$ cat config.mk
export PLATFORM = sky130hd
export DESIGN_NAME = ctrl_mux_sched_flat
export DESIGN_NICKNAME = d
export VERILOG_FILES = /design/src/rtl/ctrl_mux_sched_if.sv /design/src/rtl/ctrl_mux_sched.sv /design/src/flat_wrapper.sv
export SDC_FILE = /design/constraint.sdc
export NUM_CORES = 1
export LEC_CHECK = 0
export BUFFER_PORTS_ARGS = -buffer_cell sky130_fd_sc_hd__buf_2
export CAP_MARGIN = 20
export CORE_MARGIN = 2
export CORE_UTILIZATION = 59
export CTS_CLUSTER_SIZE = 12
export DETAILED_ROUTE_END_ITERATION = 7
export GPL_TIMING_DRIVEN = 0
export PLACE_DENSITY = 0.82
export SLEW_MARGIN = 10
export SYNTH_ARGS = -nofsm -noshare
export SYNTH_HDL_FRONTEND = slang
export SYNTH_SLANG_ARGS = --single-unit
$ cat constraint.sdc
create_clock -name clk -period 3.8 [get_ports clk]
set_clock_uncertainty 0.1 [all_clocks]
set_input_delay 0.76 -clock clk [delete_from_list [all_inputs] [get_ports clk]]
set_output_delay 0.76 -clock clk [all_outputs]
set_load 0.01 [all_outputs]
$ cat src/rtl/ctrl_mux_sched_if.sv
// Handshake bundle between the frame-arrival/selector-stream side and ctrl_mux_sched.
// The scheduler is the slave; whoever produces events and consumes tokens is the master.
interface ctrl_mux_sched_if #(
    parameter int S_COUNT        = 2,
    parameter int SELECTOR_WIDTH = $clog2(S_COUNT),
    parameter int PEND_WIDTH     = 4
);
    logic [S_COUNT-1:0]            s_req_valid;
    logic [S_COUNT-1:0]            s_req_ready;
    logic [SELECTOR_WIDTH-1:0]     m_sel_tdata;
    logic                          m_sel_tvalid;
    logic                          m_sel_tready;
    logic [S_COUNT*PEND_WIDTH-1:0] pending_cnt;

    modport master (
        output s_req_valid, m_sel_tready,
        input  s_req_ready, m_sel_tdata, m_sel_tvalid, pending_cnt
    );

    modport slave (
        input  s_req_valid, m_sel_tready,
        output s_req_ready, m_sel_tdata, m_sel_tvalid, pending_cnt
    );
endinterface

$ cat src/rtl/ctrl_mux_sched.sv
// Weighted round-robin selector scheduler: counts pending frames per port and offers one
// selector token at a time. Optional per-port grant statistics under SCHED_STATS_EN.
module ctrl_mux_sched #(
    parameter int S_COUNT        = 2,
    parameter int SELECTOR_WIDTH = $clog2(S_COUNT),
    parameter int PEND_WIDTH     = 4,
    parameter int WEIGHT         = 4
) (
    input logic             clk,
    input logic             rst,
    ctrl_mux_sched_if.slave sched_if
`ifdef SCHED_STATS_EN
    ,
    input  logic [SELECTOR_WIDTH-1:0] stat_idx,
    output logic [31:0]               stat_grants
`endif
);
    localparam logic [PEND_WIDTH-1:0] PEND_MAX = '1;
    localparam logic [7:0]            WEIGHT_B = 8'(WEIGHT);

    typedef enum logic {IDLE, OFFER} state_t;

    state_t                    state_q;
    logic                      tvalid_q;
    logic [SELECTOR_WIDTH-1:0] sel_q;
    logic [SELECTOR_WIDTH-1:0] last_q;
    logic [7:0]                burst_q;
    logic [PEND_WIDTH-1:0]     pend_q [S_COUNT];

    logic [S_COUNT-1:0]        nonzero;
    logic [S_COUNT-1:0]        accept;
    logic [S_COUNT-1:0]        grant;
    logic [SELECTOR_WIDTH-1:0] pick_d;
    logic                      handshake;

    assign handshake             = tvalid_q & sched_if.m_sel_tready;
    assign sched_if.m_sel_tvalid = tvalid_q;
    assign sched_if.m_sel_tdata  = sel_q;

    for (genvar gi = 0; gi < S_COUNT; gi++) begin : g_port
        assign sched_if.s_req_ready[gi] = (pend_q[gi] != PEND_MAX);
        assign accept[gi]  = sched_if.s_req_valid[gi] & sched_if.s_req_ready[gi];
        assign grant[gi]   = handshake && (sel_q == SELECTOR_WIDTH'(gi));
        assign nonzero[gi] = (pend_q[gi] != '0);
        assign sched_if.pending_cnt[gi*PEND_WIDTH +: PEND_WIDTH] = pend_q[gi];

        // An arrival and a grant in the same cycle cancel out.
        always_ff @(posedge clk) begin
            if (rst) begin
                pend_q[gi] <= '0;
            end else if (accept[gi] && !grant[gi]) begin
                pend_q[gi] <= pend_q[gi] + 1'b1;
            end else if (grant[gi] && !accept[gi]) begin
                pend_q[gi] <= pend_q[gi] - 1'b1;
            end
        end
    end

    // Stay on the last port while its burst allowance lasts; otherwise scan forward from
    // last+1, wrapping round so that last itself is the final candidate.
    always_comb begin
        int idx;
        idx    = 0;
        pick_d = last_q;
        if (!(nonzero[last_q] && (burst_q < WEIGHT_B))) begin
            for (int k = S_COUNT; k >= 1; k--) begin
                idx = (int'(last_q) + k) % S_COUNT;
                if (nonzero[idx]) begin
                    pick_d = SELECTOR_WIDTH'(idx);
                end
            end
        end
    end

    always_ff @(posedge clk) begin
        if (rst) begin
            state_q  <= IDLE;
            tvalid_q <= 1'b0;
            sel_q    <= '0;
            last_q   <= SELECTOR_WIDTH'(S_COUNT - 1);
            burst_q  <= '0;
        end else begin
            case (state_q)
                IDLE: begin
                    if (|nonzero) begin
                        sel_q    <= pick_d;
                        tvalid_q <= 1'b1;
                        state_q  <= OFFER;
                    end
                end
                OFFER: begin
                    if (sched_if.m_sel_tready) begin
                        tvalid_q <= 1'b0;
                        state_q  <= IDLE;
                        last_q   <= sel_q;
                        if (sel_q != last_q) begin
                            burst_q <= 8'd1;
                        end else if (burst_q < WEIGHT_B) begin
                            burst_q <= burst_q + 8'd1;
                        end
                    end
                end
                default: begin
                    state_q  <= IDLE;
                    tvalid_q <= 1'b0;
                end
            endcase
        end
    end

`ifdef SCHED_STATS_EN
    logic [31:0] grants_q [S_COUNT];

    for (genvar gi = 0; gi < S_COUNT; gi++) begin : g_stat
        always_ff @(posedge clk) begin
            if (rst) begin
                grants_q[gi] <= '0;
            end else if (grant[gi]) begin
                grants_q[gi] <= grants_q[gi] + 32'd1;
            end
        end
    end

    always_comb begin
        stat_grants = '0;
        if (32'(stat_idx) < S_COUNT) begin
            stat_grants = grants_q[stat_idx];
        end
    end
`endif
endmodule

$ cat src/flat_wrapper.sv
// flat-port wrapper written by rule: the top's interface ports become plain ports
module ctrl_mux_sched_flat 
#(
    parameter int S_COUNT        = 2,
    parameter int SELECTOR_WIDTH = $clog2(S_COUNT),
    parameter int PEND_WIDTH     = 4,
    parameter int WEIGHT         = 4
)
  (clk, rst, sched_if_s_req_valid, sched_if_m_sel_tready, sched_if_s_req_ready, sched_if_m_sel_tdata, sched_if_m_sel_tvalid, sched_if_pending_cnt);
  ctrl_mux_sched_if #(.S_COUNT(S_COUNT), .SELECTOR_WIDTH(SELECTOR_WIDTH), .PEND_WIDTH(PEND_WIDTH)) sched_if_i ();
  input logic clk;
  input logic rst;
  input wire logic [$bits(sched_if_i.s_req_valid)-1:0] sched_if_s_req_valid;
  input wire logic [$bits(sched_if_i.m_sel_tready)-1:0] sched_if_m_sel_tready;
  output wire logic [$bits(sched_if_i.s_req_ready)-1:0] sched_if_s_req_ready;
  output wire logic [$bits(sched_if_i.m_sel_tdata)-1:0] sched_if_m_sel_tdata;
  output wire logic [$bits(sched_if_i.m_sel_tvalid)-1:0] sched_if_m_sel_tvalid;
  output wire logic [$bits(sched_if_i.pending_cnt)-1:0] sched_if_pending_cnt;
  assign sched_if_i.s_req_valid = sched_if_s_req_valid;
  assign sched_if_i.m_sel_tready = sched_if_m_sel_tready;
  assign sched_if_s_req_ready = sched_if_i.s_req_ready;
  assign sched_if_m_sel_tdata = sched_if_i.m_sel_tdata;
  assign sched_if_m_sel_tvalid = sched_if_i.m_sel_tvalid;
  assign sched_if_pending_cnt = sched_if_i.pending_cnt;
  ctrl_mux_sched #(.S_COUNT(S_COUNT), .SELECTOR_WIDTH(SELECTOR_WIDTH), .PEND_WIDTH(PEND_WIDTH), .WEIGHT(WEIGHT)) u_core (.clk(clk), .rst(rst), .sched_if(sched_if_i));
endmodule
== Word-level counts from Yosys, hierarchy flattened ==
Memory sizes are Yosys's and may differ from the RTL's.
Cells that the tools add are included.
W data, S select, Z words.

* Flip-flop bits (word level): 12
* Latch bits: 0
* Memory bits (writable): 8
* Memory bits (read-only): 0
* Bits of input ports: 5
* Output and inout bits: 12
* Logic and storage cells: 91
* Memories kept: 1

* Add/sub/neg operators: 7
* Multiply operators: 0
* Divide/modulo/power cells: 0
* $lt $le $gt $ge: 4
* Eq/ne operators: 5
* Shifts and indexed selects: 0
* Mux-type cells: 39
* Bitwise operators: 11
* Reductions and logical operators: 19

{| class="wikitable"
|+ Memories
! memory !! depth !! width !! rd ports !! clocked after memory_dff !! write ports !! line !! source
|-
| u_core.pend_q || 2 || 4 || 2 || 0 || 2 || ctrl_mux_sched.sv:28 || <nowiki>logic [PEND_WIDTH-1:0] pend_q [S_COUNT];</nowiki>
|}

{| class="wikitable"
|+ Operator list
! kind !! number
|-
| $mux W1 || 31
|-
| $mux W4 || 4
|-
| $mux W8 || 2
|-
| $add A4 B1 Y4 const B || 2
|-
| $add A8 B1 Y8 const B || 1
|-
| $lt A8 B3 Y1 const B || 1
|-
| $ne A4 B4 Y1 const B || 2
|-
| $reduce_bool A4 Y1 || 2
|-
| $sub A4 B1 Y4 const B || 2
|-
| $logic_and A1 B1 Y1 || 7
|-
| $lt A2 B3 Y1 const B || 2
|-
| $reduce_and A2 Y1 || 3
|-
| $logic_not A1 Y1 || 4
|-
| $or A1 B1 Y1 || 4
|-
| $pmux W1 S2 || 2
|-
| $and A1 B1 Y1 || 3
|-
| $reduce_and A3 Y1 || 1
|-
| $add A1 B1 Y1 const B || 2
|-
| $and A1 B1 Y1 const A || 2
|-
| $lt A1 B2 Y1 const B || 1
|-
| $ne A2 B1 Y1 const B || 1
|-
| $ne A2 B2 Y1 const B || 1
|-
| $not A1 Y1 || 2
|-
| $reduce_bool A2 Y1 || 1
|-
| 2 further kinds || 2
|}

== Longest topological paths before layout ==
* Depth in word-level cells: 9
* Mapped depth: 9
* Mapped depth without buffers: 9

== Worst setup path before layout ==
OpenSTA, ideal clock, no wires.

* Kind: input-to-reg
* From: input rst
* To: memory u_core.pend_q[1][3], data pin
* Library setup time: 0.261 ns
* Data arrival time: 1.993 ns
* Data required time: 3.439 ns
* Setup slack: 1.446 ns
* Stages on the path: 8
* Buffers on the path: 1
* Cells stage by stage: clkbuf_1 -> nand2b_1 -> inv_1 -> ha_1 -> a21o_1 -> a21oi_1 -> xnor2_1 -> mux2i_1

{| class="wikitable"
|+ RTL lines
! item !! line !! source
|-
| start: declaration || flat_wrapper.sv:12 || <nowiki>input logic rst;</nowiki>
|-
| end: declaration || ctrl_mux_sched.sv:28 ||
|}

==> results.md <==
Synthesis:
- The number of nets handed over by synthesis was ~130.
- Sorting the synthesized cells by area gives the leading types as dfxtp_1 (21%), edfxtp_1 (21%), ha_1 (5.5%).
- The synthesized design spends more area on one cell type than any other, namely dfxtp_1.
- In this run, distinct cell masters in the synthesized netlist total between 40 and 50.
- In this run, synthesis produced a sequential element count of 20.
- The average footprint of a synthesized cell is slightly above 9 sq um.
- The sequential share of the synthesized area is 0.424.
- The Yosys warning count is 0.
- The cell count after synthesis came out at 122.
- The summed instance area of the synthesized netlist is about 1100 sq um.
- The share of synthesized area in the top cell type comes to 0.212.

STA:
- Of the available clock period, the critical path in the final layout requires 0.614.
- The number of max-slew violations in the final report is 0.
- Subtracting the final worst setup slack from the clock period gives between 2 and 2.5 ns.
- The count of final setup violators is 0.
- The setup TNS after final layout is 0 ns.
- The timing-limited maximum frequency is approximately 430 MHz.
- In this run the tightest slew margin relative to its limit is 0.532.
- The number of failing hold endpoints at the final stage is 0.
- Setup repair after global routing left no endpoint under its margin.
- The actual transition at the worst max-transition pin is 0.695 ns.
- Setup slack on the critical path of the routed design comes to 1.47 ns.

Setup path:
- The worst register-to-register path has a setup slack of 1.49 ns.
- For the worst setup path, the data arrival time is 1.47 ns.
- The worst setup path is of the flop to output pin kind.
- The most critical setup path has its startpoint at u_core.pend_q[0][0].
- STA classifies the critical path endpoint as an output pin.
- The category of the worst setup path launch point is a flop.
- STA puts the critical path data required time at around 3 ns.
- In this run the critical register-to-register path is captured at u_core.pend_q[1][3].
- The worst reg2reg path startpoint is u_core.pend_q[1][0].
- In this run the worst path has a maximum fanout of 7.
- The path depth of the worst reg2reg path is 9.

Route:
- The violation count after the first detailed-route iteration is 17.
- The first-pass iteration count of the detailed router is 4.
- The total wirelength of the detailed-routed design is about 2200 um.
- After detailed routing, the average wire length per cell comes to 13.2 um.
- The detail-routed via count per cell is 5.75.
- The count of nets left with antenna violations after detail routing is 0.
- For this run, design rule violations remaining after detail routing come to 0.
- The via count is 954.

Global route:
- The total global-route track usage is 0.223.
- The number of antenna violations at the first check in global routing is 0.
- For met1 alone, demand over resource in global routing was 0.259.
- The most utilized layer in the global route result is met2.
- For this run, global-route usage on met2 was measured as 0.403.
- The number of global-route vias before repair is 879.
- The first global-routing pass estimated around 3600 um of wire.
- The fraction of met3 tracks used by global routing is 0.0491.
- Entering global routing, the biggest net connects 12 pins.
- For this run the aggregate overflow at the end of global routing stands at 0.

Pwr:
- The sequential group share of total power is 0.552.
- Dividing total power by cell area gives a power density of 385 nW/um^2.
- The switching power as a share of total power is 0.308.
- The maximum vdd drop is 0.000270 V.
- The switching power of the nets is 150 uW.
- The fraction of power consumed by the clock network is 0.204.
- The internal power of the cells totals between 300 and 400 uW.
- The combinational share of power is 0.244.
- Summed over all cells, the static leakage comes to around 0.54 nW.

Final layout:
- The count of antenna diodes in the layout is 0.
- Excluding fillers, the count of instances in the completed layout stands at 166.
- The proportion of layout cells with a drive suffix above 1 is 0.184.
- After filler insertion, the fill cell instance count of the layout stands at 150.
- Relative to the synthesized area, the layout overhead comes to 11.7%.
- The number of nets in the layout is 153.

Clock network:
- The buffer count from post-CTS setup fixing is 0.
- In this run, post-CTS hold repair placed 0 buffers.
- The clock slew seen by the registers of the worst setup and hold paths is 0.10 ns.
- The TritonCTS clock tree is yes.
- The insertion delay of the later-clocked pin in the worst-skew pair is about 0.29 ns.
- The maximum level of the CTS H-tree is 1.
- The clock sink count is 20.
- Post-CTS repair changed the size of 0 cells.
- The maximum buffer depth of the clock tree is 2.
- The buffer type at the clock tree root is clkbuf_4.
- The CTS buffer count is 3.

Run:
- The max-capacitance violation count is 0.

Die:
- The die covers 2290 sq um.
- The starting density of the core is 0.643.
- Pin placement for this block handled 17 I/O pins.
- The count of standard-cell rows is 15.
- The horizontal die dimension is 47.8 um.
- Measured along the y axis, the die boundary spans 47.8 um.
- The core area is between 1500 and 2000 sq um.

Min path:
- The path with the worst hold slack has its endpoint at u_core.burst_q[5].
- The startpoint identified for the worst hold timing path is u_core.burst_q[5].
- The worst hold path stage count is 1.
- In this run the worst hold path is classified as flop to flop.

Placement:
- The detailed placer's ending HPWL is 1770 um.
- The number of port buffers is 15.
- Prior to clock tree synthesis, the placed netlist has a worst setup slack of around 1.2 ns.
- The total instance count after detailed placement is between 150 and 200.
- The weighted congestion at the end of routability-driven global placement is approximately 0.8.

Status:
- The run finished with clean final reports.
[through the flow]
step	hold WS [ns]	total power, mW	cell area, sq um	util
3_5_place_dp	0.352	0.392	1240	0.703
5_1_grt	0.401	0.521	1270	0.718
3_3_place_gp	0.346	0.384	1240	0.703
2_1_floorplan	0.331	0.354	1130	-
6_report	0.380	0.487	1270	0.718
4_1_cts	0.380	0.490	1270	0.718
[per-layer routing]
layer  vias to the layer above  routed length [um]
li1                        475                   -
met1                       458                 935
met2                        16                1160
met3                         5                  55
met4                         0                  40
met5                         -                   0
[layout by cell type, fill, tap and decap left out, types with 6 or more instances in the layout]
| master | count |
|---|---|
| a21oi_1 | 6 |
| buf_2 | 16 |
| dfxtp_1 | 12 |
| edfxtp_1 | 8 |
| inv_1 | 8 |
| nand2_1 | 7 |
| nand3_1 | 6 |
| nor2_1 | 13 |
[worst max-delay path, stage by stage (launching register included)]
cell and delay (ns):
edfxtp_1 0.51, ha_1 0.32, nand3_1 0.19, buf_2 0.16
[registers in the layout (all words and copies together) (netlist names)]
name and count:
u_core.pend_q 8, u_core.sched_if.m_sel_tvalid 1, u_core.burst_q 8, u_core.state_q 1
u_core.last_q 1, u_core.sched_if.m_sel_tdata 1
[synthesized netlist by cell type]
cell and n:
a211oi_1 1, a21o_1 1, a21oi_1 6, a221oi_1 1, a2bb2oi_1 2, a311oi_1 1, a311oi_2 1, a31o_2 1
a31oi_1 2, a41oi_1 1, and2_1 5, and2_2 1, and3_1 2, buf_2 1, clkbuf_1 4, dfxtp_1 12
edfxtp_1 8, fa_1 1, ha_1 5, inv_1 8, mux2i_1 1, nand2_1 7, nand2b_1 5, nand3_1 6
nand3b_1 2, nand3b_2 1, nand4_1 2, nor2_1 13, nor3_1 5, nor3_4 1, nor3b_1 1, nor4_1 1
o21a_1 3, o21ai_0 1, o21bai_1 1, o32ai_1 1, or3_1 1, or3_2 1, or4_4 1, xnor2_1 3
xor2_1 1
[cells by family (layout without fill, tap and decap cells)]
| family | count (synthesis) | count (layout) | synth area share |
|---|---|---|---|
| AO/OA/AOI/OAI | 23 | 23 | 0.149 |
| XOR/XNOR | 4 | 4 | 0.0309 |
| adder cells (fa/ha/maj) | 6 | 6 | 0.0728 |
| buffers and inverters | 13 | 32 | 0.0441 |
| flip-flops | 20 | 20 | 0.424 |
| multiplexers | 1 | 1 | 0.00883 |
| AND/OR/NAND/NOR | 55 | 55 | 0.270 |
[how the worst max path moves through the flow]
stage / endpoint / slack [ns] / cells after the start
5_1_grt: u_core.pend_q[1][3] / 1.32 / 9
2_1_floorplan: u_core.pend_q[1][3] / 1.45 / 8
3_5_place_dp: u_core.pend_q[1][3] / 1.19 / 10
6_report: sched_if_s_req_ready[0] / 1.47 / 3
4_1_cts: u_core.pend_q[1][3] / 1.47 / 9
3_3_place_gp: u_core.pend_q[1][3] / 1.25 / 10
[power by group through the flow]
stage | logic (mW) | registers, mW | clock network, mW
detailed placement | 0.119 | 0.274 | 0
global placement | 0.113 | 0.271 | 0
global route | 0.134 | 0.273 | 0.113
CTS | 0.119 | 0.269 | 0.102
floorplan | 0.0786 | 0.275 | 0
finish | 0.119 | 0.269 | 0.0991
[layout make-up]
class / count / area, sq um / area share
multi-input combinational: 89 / 603 / 0.476
timing repair buffer: 15 / 75.1 / 0.0593
clock buffer: 4 / 26.3 / 0.0208
buffer: 5 / 20.0 / 0.0158
inverter: 8 / 30.0 / 0.0237
sequential: 20 / 480 / 0.379
tap: 25 / 31.3 / 0.0247
Power figures use the tool's default switching activity.
